--- src/rtl/wash_sequencer.sv ---
// Table-driven carwash program sequencer: per-program step mask, shared per-step durations,
// built-in one-second prescaler. Define WASH_PAUSE_EN to add the pause/paused ports.
module wash_sequencer #(
  parameter int NUM_STEPS = 14,
  parameter int NUM_PROGS = 4,
  parameter int TIME_W    = 8,
  parameter int PRESCALE  = 1000,
  parameter int STEP_W    = $clog2(NUM_STEPS),
  parameter int PROG_W    = $clog2(NUM_PROGS)
) (
  input  logic              clk,
  input  logic              reset,
  input  logic [PROG_W-1:0] prog_sel,
  input  logic              start,
  input  logic              pay_ok,
  input  logic              abort,
  input  logic              cfg_we,
  input  logic [PROG_W-1:0] cfg_prog,
  input  logic [STEP_W-1:0] cfg_step,
  input  logic              cfg_en,
  input  logic [TIME_W-1:0] cfg_time,
`ifdef WASH_PAUSE_EN
  input  logic              pause,
  output logic              paused,
`endif
  output logic              busy,
  output logic              step_active,
  output logic [STEP_W-1:0] cur_step,
  output logic [TIME_W-1:0] sec_left,
  output logic              done,
  output logic              aborted
);
  localparam int PRE_W = (PRESCALE > 1) ? $clog2(PRESCALE) : 1;

  typedef enum logic [1:0] {IDLE, SEEK, RUN, DONE} state_t;

  state_t                          state;
  logic [NUM_PROGS-1:0][NUM_STEPS-1:0] mask;
  logic [NUM_STEPS-1:0][TIME_W-1:0]    dur;
  logic [PROG_W-1:0]               prog_q;
  logic [STEP_W-1:0]               step_idx;
  logic [PRE_W-1:0]                presc;
  logic                            stall;
  logic                            cfg_ok, sel_ok, last, tick;

  assign cfg_ok = (32'(cfg_step) < NUM_STEPS) && (32'(cfg_prog) < NUM_PROGS);
  assign sel_ok = (prog_sel != '0) && (32'(prog_sel) < NUM_PROGS);
  assign last   = (step_idx == STEP_W'(NUM_STEPS-1));
  assign tick   = (presc == PRE_W'(PRESCALE-1));

`ifdef WASH_PAUSE_EN
  assign stall  = pause && (state == RUN);
  assign paused = stall;
`else
  assign stall  = 1'b0;
`endif

  always_ff @(posedge clk) begin
    if (reset) begin
      state       <= IDLE;
      mask        <= '0;
      dur         <= '0;
      prog_q      <= '0;
      step_idx    <= '0;
      presc       <= '0;
      busy        <= 1'b0;
      step_active <= 1'b0;
      cur_step    <= '0;
      sec_left    <= '0;
      done        <= 1'b0;
      aborted     <= 1'b0;
    end else begin
      done    <= 1'b0;
      aborted <= 1'b0;
      if (abort && state != IDLE) begin
        // abort outranks every other transition, including the step into DONE
        state       <= IDLE;
        aborted     <= 1'b1;
        busy        <= 1'b0;
        step_active <= 1'b0;
        cur_step    <= '0;
        sec_left    <= '0;
        presc       <= '0;
      end else begin
        case (state)
          IDLE: begin
            if (cfg_we && cfg_ok) begin
              mask[cfg_prog][cfg_step] <= cfg_en;
              dur[cfg_step]            <= cfg_time;
            end
            if (start && pay_ok && sel_ok) begin
              prog_q   <= prog_sel;
              step_idx <= '0;
              busy     <= 1'b1;
              state    <= SEEK;
            end
          end
          SEEK: begin
            if (mask[prog_q][step_idx] && dur[step_idx] != '0) begin
              sec_left    <= dur[step_idx];
              presc       <= '0;
              step_active <= 1'b1;
              cur_step    <= step_idx;
              state       <= RUN;
            end else if (last) begin
              done  <= 1'b1;
              state <= DONE;
            end else begin
              step_idx <= step_idx + 1'b1;
            end
          end
          RUN: begin
            if (!stall) begin
              if (tick) begin
                presc <= '0;
                if (sec_left == TIME_W'(1)) begin
                  sec_left    <= '0;
                  step_active <= 1'b0;
                  cur_step    <= '0;
                  if (last) begin
                    done  <= 1'b1;
                    state <= DONE;
                  end else begin
                    step_idx <= step_idx + 1'b1;
                    state    <= SEEK;
                  end
                end else begin
                  sec_left <= sec_left - 1'b1;
                end
              end else begin
                presc <= presc + 1'b1;
              end
            end
          end
          DONE: begin
            busy  <= 1'b0;
            state <= IDLE;
          end
          default: state <= IDLE;
        endcase
      end
    end
  end
endmodule

--- config.mk ---
export PLATFORM = sky130hd
export DESIGN_NAME = wash_sequencer
export DESIGN_NICKNAME = d
export VERILOG_FILES = /design/src/rtl/wash_sequencer.sv
export SDC_FILE = /design/constraint.sdc
export NUM_CORES = 1
export LEC_CHECK = 0
export ABC_AREA = 1
export BUFFER_PORTS_ARGS = -buffer_cell sky130_fd_sc_hd__buf_2
export CORE_ASPECT_RATIO = 1.2
export CORE_MARGIN = 2
export CORE_UTILIZATION = 40
export DETAILED_ROUTE_END_ITERATION = 6
export GPL_ROUTABILITY_DRIVEN = 1
export SYNTH_ARGS = -nofsm -noshare
export SYNTH_HDL_FRONTEND = slang
export SYNTH_SLANG_ARGS = --single-unit
--- constraint.sdc ---
create_clock -name clk -period 2.25 [get_ports clk]
set_clock_uncertainty 0.2 [all_clocks]
set_input_delay 0.675 -clock clk [delete_from_list [all_inputs] [get_ports clk]]
set_output_delay 0.675 -clock clk [all_outputs]
set_load 0.01 [all_outputs]
==> metrics.md, run 1 <==
| Metric | Value |
|---|---|
| Crit-path max FO | `8` |
| TritonCTS Buffers | `24` |
| Synth Instances | `1,507` |
| Cell internal pwr | `7.16 mW` |
| Slew headroom | `50.6%` |
| Final wirelength | `32,000 um` |
| Max Slew Vio Count | `0` |
| Ys Warns | `0` |
| Peak supply drop | `576 uV` |
| Post-CTS Hold Fix Bufs | `0` |
| Peak per-stage delay on the critical path | `0.47 ns` |
| Post-synth top flop | `dfxtp_1` |
| Worst EP arrival | `2.53 ns` |
| IO Port Bufs | `38` |
| Max clock buf depth | `3` |
| Global placement routability congestion | `0.918` |
| Period minus WS final | `2.35 ns` |
| Diode count | `0` |
| Final non-filler cell total | `1,950` |
| Clock Latency Late Sink | `0.52 ns` |
| DRC viols | `0` |
| Final Core Density | `51.4%` |
| CTS tree | `built` |
| Final worst slack | `-0.102 ns` |
| Clock Sink Count | `202` |
| R2R Setup Slk | `-0.10 ns` |
| Final period util | `105%` |
| Critical Path RT | `2.43 ns` |
| Post-synth cell types | `34` |
| R2R Path Start | `step_idx[0]` |
| Seq/Total Area, Yosys | `41.0%` |
| Clock Pin Slew Worst Setup and Hold Paths | `0.06 ns` |
| Die Span Y | `176 um` |
| Hpwl dp | `21,400 um` |
| Root buffer cell | `clkbuf_16` |
| Initial antenna violation count | `0` |
| Max cap viols | `0` |
| Slowest-stage cell, CP | `dfxtp_4` |
| Ratio of cells with drive above 1 in the final layout | `17.5%` |
| Critical path launch point type | `flip-flop` |
| Crit. End Element | `flip-flop` |
| Critical path startpoint | `step_idx[0]` |
| Num rows | `62` |
| Cell Area, Synth | `9860 um2` |
| Initial core utilization | `41.0%` |
| Post-synth EDFFs | `0` |
| Die span in x | `147 um` |
| # setup viols final | `30` |
| Router iterations before antenna repair | `5` |
| Final hold violations | `0` |
| Lkg Pwr | `5.06 nW` |
| CTS HTree Levels | `1` |
| Minimum hold slack | `0.203 ns` |
| Core Footprint | `24,000 um2` |
| Syn_area_per_cell | `6.54 um2` |
| Clock power frac | `39.8%` |
| Synth-to-Final Area Change | `25.4%` |
| Synth Net Count | `1,539` |
| Failing checks | `setup timing` |
| Seq pwr share | `36.7%` |
| CP delay by family, top | `simple AND/OR/NAND/NOR gates` |
| Fmax | `425 MHz` |
| Synth async-reset ratio | `0%` |
| Buf+Inv Stages, Crit Path | `3` |
| Critical path class | `reg -> reg` |
| Vias per inst | `5.19` |
| Net Sw Power | `3.17 mW` |
| Post-Place Worst Slack | `-0.241 ns` |
| Vias | `10,100` |
| GRT overflow | `0` |
| Vias in the first global route | `9,353` |
| Sw frac | `30.7%` |
| Largest net degree at the start of global routing | `97` |
| First-pass GRT wire length | `50,200 um` |
| Hold Crit Start | `reset` |
| Initial DRC Count | `629` |
| Seq cells post-synth | `202` |
| Fin nets | `1,645` |
| Drt wl/cell | `16.4 um` |
| Slew @ Worst Pin | `0.740 ns` |
| Final ANT Viol Nets | `0` |
| Fill cells | `2,457` |
| Power Dens Cells | `836 nW/um2` |
| Total die area | `25,900 um2` |
| Unrepaired setup endpoints after global routing | `yes` |
| Cells along the critical path | `buf_4 > inv_6 > nand4_1 > nand3_1 > nor2_1 > nand2_1 > nand2_2 > nand2_2 > nor2_2 > nand2_2 > nand3_4 > nand2_8 > clkbuf_16 > nand2_1 > a21oi_1` |
| GRT Overall Usage | `24.1%` |
| Total power | `10.3 mW` |
| Hold WC Path Type | `in -> reg` |
| Number of I/O pins | `39` |
| Outcome | `complete, but fails checks` |
| CP most frequent cell | `nand2_2` |
| Part of the power in combinational logic | `23.5%` |
| Cell count after placement | `1,892` |
## synthesized netlist by cell type, types with 2 or more instances
cell type / instances / area share (%)
nand3_1: 109 / 5.5
nand2_1: 389 / 15
clkinv_1: 5 / 0.19
o22ai_1: 7 / 0.44
nor3b_1: 4 / 0.30
a21oi_1: 164 / 8.3
nand4_1: 8 / 0.51
nand2_2: 2 / 0.13
clkbuf_1: 71 / 2.7
nor2_1: 149 / 5.7
o21ai_0: 146 / 7.4
buf_2: 9 / 0.46
inv_1: 148 / 5.6
xnor2_1: 4 / 0.36
buf_4: 5 / 0.38
inv_2: 8 / 0.30
nor3_1: 30 / 1.5
nor4_1: 2 / 0.13
buf_6: 2 / 0.23
o21ai_1: 2 / 0.10
ha_1: 9 / 1.1
or2_2: 3 / 0.19
a31oi_1: 2 / 0.13
xor2_1: 6 / 0.53
o211ai_1: 13 / 0.99
dfxtp_1: 202 / 41
## metal layers
layer	routed length (um)	part of all wire, %	global-route usage, %	vias to the layer above
met4	892	2.8	7.25	0
met2	15400	48	42.1	352
met1	13900	43	31.6	4645
li1	-	-	-	5069
met5	0	0	0	-
met3	1870	5.8	2.48	60
## sequential cells by signal (all words and copies together), names as in the netlist
signal and count:
mask 56, sec_left 8, busy 1, state 2
dur 112, presc 10, step_active 1, done 1
step_idx 4, prog_q 2, cur_step 4, aborted 1
## power groups by stage
stage | sequential, mW | combinational [mW] | clock, mW
global route | 3.80 | 2.63 | 4.29
detailed placement | 3.85 | 2.06 | 0
finish | 3.79 | 2.43 | 4.11
floorplan | 3.84 | 1.23 | 0
CTS | 3.79 | 2.15 | 4.16
global placement | 3.85 | 2.06 | 0
## layout by cell type, fill, tap and decap left out, types with 28 or more instances in the layout
| cell | instances |
|---|---|
| dfxtp_1 | 199 |
| a21oi_1 | 155 |
| o21ai_0 | 145 |
| nand2_1 | 369 |
| buf_4 | 104 |
| inv_1 | 147 |
| nor2_1 | 140 |
| clkbuf_16 | 28 |
| buf_2 | 38 |
| nand3_1 | 101 |
## per-stage QoR
step | area (um2) | TNS (ns)
after floorplan | 9860 | 0
after global placement | 11100 | -3.55
after detailed placement | 11100 | -4.78
after CTS | 12000 | -0.692
after global routing | 12400 | -5.70
final | 12400 | -1.82
## logic make-up (layout without fill, tap and decap cells)
logic type | after synthesis | count (layout) | synth area share [%]
AND/OR/NAND/NOR | 701 | 703 | 29.5
AO/OA/AOI/OAI | 335 | 335 | 17.5
buffers and inverters | 250 | 371 | 10.0
flip-flops | 202 | 202 | 41.0
XOR/XNOR | 10 | 10 | 0.888
adder cells (fa/ha/maj) | 9 | 9 | 1.14
## final timing paths
path                    to  cells after the start
hold reg to reg   mask[13]                      2
hold / removal     aborted                      2
setup reg to reg  presc[7]                     15
setup / recovery  presc[7]                     15
## layout make-up
type	instances	area [um2]	area share [%]
multi-input combinational	1057	5050	40.9
sequential	202	4050	32.8
timing repair buffer	164	1360	11.0
tap	320	400	3.24
clock inverter	8	124	1.00
timing repair inverter	2	20.0	0.162
clock buffer	35	713	5.77
inverter	162	631	5.10
## repair_timing
item                       CTS  global route
buffers inserted             1             6
cloned                       3             5
pin swaps                    6            18
setup endpoints to repair   30           144
gates resized for setup     29            62
(Power assumes the default switching activity.)
==> run 2: changes to the inputs <==
--- a/config.mk
+++ b/config.mk
@@ -10,6 +10,7 @@
 export CORE_ASPECT_RATIO = 1.2
 export CORE_MARGIN = 2
 export CORE_UTILIZATION = 40
+export CTS_BUF_LIST = sky130_fd_sc_hd__clkbuf_8
 export DETAILED_ROUTE_END_ITERATION = 6
 export GPL_ROUTABILITY_DRIVEN = 1
 export SYNTH_ARGS = -nofsm -noshare
==> run 2 against run 1 <==
- the flow still finishes with violations (setup timing)
- first-iteration DRC count rose by 20%
- count of clock-buffer cells in the layout rose by 14
- register-to-register slack got worse by 0.03 ns
- sequential share of layout area fell by 0.19 points
- power fell by 3.6%
- critical endpoint is now step_idx[0]
- worst hold slack improved by 0.0061 ns
- flip-flop and latch count did not move
- global-route usage rose by 0.29 points
- core utilization rose by 0.35 points
- worst setup slack got worse by 0.030 ns
- highest routed layer unchanged
==> metrics.md, run 2 (synthesized netlist as in run 1, its figures left out) <==
| Metric | Value |
|---|---|
| Outcome | `complete, but fails checks (unchanged)` |
| Failing checks | `setup timing (unchanged)` |
| Max Slew Vio Count | `0 (unchanged)` |
| Worst EP arrival | `2.64 ns (was 2.53 ns)` |
| Core Footprint | `24,000 um2 (unchanged)` |
| Diode count | `0 (unchanged)` |
| Vias in the first global route | `9,490 (was 9,353)` |
| Cell count after placement | `1,892 (unchanged)` |
| GRT overflow | `0 (unchanged)` |
| Clock Latency Late Sink | `0.53 ns (was 0.52 ns)` |
| CTS tree | `built (unchanged)` |
| # setup viols final | `30 (unchanged)` |
| Unrepaired setup endpoints after global routing | `yes (unchanged)` |
| Largest net degree at the start of global routing | `97 (unchanged)` |
| GRT Overall Usage | `24.4% (was 24.1%)` |
| Crit. End Element | `flip-flop (unchanged)` |
| Die span in x | `147 um (unchanged)` |
| Hpwl dp | `21,400 um (unchanged)` |
| Vias per inst | `5.15 (was 5.19)` |
| Largest Register | `dur (unchanged)` |
| Crit-path max FO | `8 (unchanged)` |
| Drt wl/cell | `16.5 um (was 16.4 um)` |
| Initial DRC Count | `753 (was 629)` |
| Final Core Density | `51.7% (was 51.4%)` |
| Most frequent cells in the layout | `369 x nand2_1, 198 x dfxtp_1, 156 x a21oi_1 (was 369 x nand2_1, 199 x dfxtp_1, 155 x a21oi_1)` |
| Part of the power in combinational logic | `26.0% (was 23.5%)` |
| Final wirelength | `32,500 um (was 32,000 um)` |
| Fill cells | `2,435 (was 2,457)` |
| Minimum hold slack | `0.210 ns (was 0.203 ns)` |
| First-pass GRT wire length | `50,700 um (was 50,200 um)` |
| Max clock buf depth | `3 (unchanged)` |
| Power Dens Cells | `800 nW/um2 (was 836 nW/um2)` |
| Sw frac | `32.2% (was 30.7%)` |
| CTS HTree Levels | `2 (was 1)` |
| Seq pwr share | `38.0% (was 36.7%)` |
| Critical Path RT | `2.51 ns (was 2.43 ns)` |
| Final ANT Viol Nets | `0 (unchanged)` |
| Critical path launch point type | `flip-flop (unchanged)` |
| Final hold violations | `0 (unchanged)` |
| Peak supply drop | `433 uV (was 576 uV)` |
| Clock power frac | `36.0% (was 39.8%)` |
| Vias | `10,200 (was 10,100)` |
| Initial core utilization | `41.0% (unchanged)` |
| Hold WC Path Type | `in -> reg (unchanged)` |
| Die Span Y | `176 um (unchanged)` |
| Critical path class | `reg -> reg (unchanged)` |
| Post-CTS Hold Fix Bufs | `0 (unchanged)` |
| Num rows | `62 (unchanged)` |
| Final period util | `106% (was 105%)` |
| Cell internal pwr | `6.75 mW (was 7.16 mW)` |
| IO Port Bufs | `38 (unchanged)` |
| Clock Sink Count | `202 (unchanged)` |
| Number of I/O pins | `39 (unchanged)` |
| Total die area | `25,900 um2 (unchanged)` |
| TritonCTS Buffers | `37 (was 24)` |
| Clock Pin Slew Worst Setup and Hold Paths | `0.06 ns (about the same)` |
| Root buffer cell | `clkbuf_8 (was clkbuf_16)` |
| Synth-to-Final Area Change | `26.2% (was 25.4%)` |
| Slew @ Worst Pin | `0.707 ns (was 0.740 ns)` |
| Fin nets | `1,660 (was 1,645)` |
| Global placement routability congestion | `0.918 (unchanged)` |
| Max cap viols | `0 (unchanged)` |
| Net Sw Power | `3.20 mW (was 3.17 mW)` |
| Lkg Pwr | `5.13 nW (was 5.06 nW)` |
| Router iterations before antenna repair | `6 (was 5)` |
| Slew headroom | `52.8% (was 50.6%)` |
| Final non-filler cell total | `1,970 (was 1,950)` |
| Biggest regs | `dur (112), mask (56), presc (10) (unchanged)` |
| Initial antenna violation count | `0 (unchanged)` |
| Fmax | `420 MHz (was 425 MHz)` |
| DRC viols | `0 (unchanged)` |
| Final worst slack | `-0.132 ns (was -0.102 ns)` |
| Most common cell after layout, fill and taps aside | `nand2_1 (unchanged)` |
| Max FFs per register | `112 (unchanged)` |
| Ratio of cells with drive above 1 in the final layout | `19.2% (was 17.5%)` |
| Period minus WS final | `2.38 ns (was 2.35 ns)` |
==> run 2: changes by cell type in the layout (fill, tap and decap cells not counted), moves of 2 or more <==
| cell | delta |
|---|---|
| bufinv_16 | -2 |
| clkbuf_1 | -5 |
| buf_6 | +5 |
| o21ai_0 | -2 |
| inv_8 | -2 |
| buf_4 | -5 |
| buf_12 | +3 |
| nand3_2 | +11 |
| inv_1 | +6 |
| clkbuf_8 | +44 |
| clkbuf_16 | -25 |
| o21ai_1 | +2 |
| nand3_1 | -11 |
==> run 2: worst paths after layout <==
check              start     endpoint  slack (ns)  depth (start not counted)
max          step_idx[0]  step_idx[0]       -0.13                         18
min                reset      aborted        0.21                          2
max reg2reg  step_idx[0]  step_idx[0]       -0.13                         18
min reg2reg     mask[13]     mask[13]        0.25                          2
==> run 2: routing by layer <==
layer	vias up	wire, um	GRT usage (%)	share of wire, %
met3	79	2040	3.31	6.3
li1	5093	-	-	-
met1	4650	14000	31.7	43
met4	0	1020	8.13	3.1
met5	-	0	0	0
met2	330	15500	42.0	48
==> run 2: stage by stage <==
stage	instance area (um2)	TNS, ns	worst slack, ns	power, mW
2_1_floorplan	9860	0	0.00957	5.07
3_3_place_gp	11100	-3.55	-0.177	5.90
3_5_place_dp	11100	-4.78	-0.241	5.91
4_1_cts	11900	-0.458	-0.0381	9.62
5_1_grt	12400	-5.65	-0.224	10.4
6_report	12400	-2.24	-0.132	9.95
==> run 2: area by class of cell <==
class / instances / area, um2 / area share, %
Timing Repair inverter: 2 / 36.3 / 0.292
Sequential cell: 202 / 4060 / 32.6
Clock buffer: 49 / 674 / 5.42
Timing Repair Buffer: 166 / 1430 / 11.5
Clock inverter: 12 / 78.8 / 0.633
Tap cell: 320 / 400 / 3.22
Inverter: 162 / 633 / 5.09
Multi-Input combinational cell: 1057 / 5140 / 41.3
==> run 2: what timing repair did <==
item / 4_1_cts / 5_1_grt
setup endpoints to repair: 30 / 146
gates resized for setup: 31 / 93
pin swaps: 7 / 25
setup buffers: 1 / 10
gates cloned: 3 / 5
==> run 2: worst max-delay path, stage by stage, from the launching register on <==
cell	delay (ns)
dfxtp_4	0.38
buf_12	0.14
buf_12	0.11
clkinv_8	0.07
nand2_1	0.09
nand2_2	0.07
nand2_1	0.06
nand2_1	0.06
nand2_1	0.06
nand2_1	0.07
nand2_2	0.09
nand2_1	0.07
nor2_2	0.12
nand2_2	0.10
nand3_4	0.13
buf_6	0.12
buf_6	0.09
nand4_1	0.11
a21oi_2	0.16
==> run 2: power by group through the flow <==
stage	registers [mW]	clock network (mW)	logic [mW]
6_report	3.78	3.58	2.59
5_1_grt	3.79	3.81	2.80
4_1_cts	3.79	3.68	2.15
3_5_place_dp	3.85	0	2.06
3_3_place_gp	3.85	0	2.06
2_1_floorplan	3.84	0	1.23
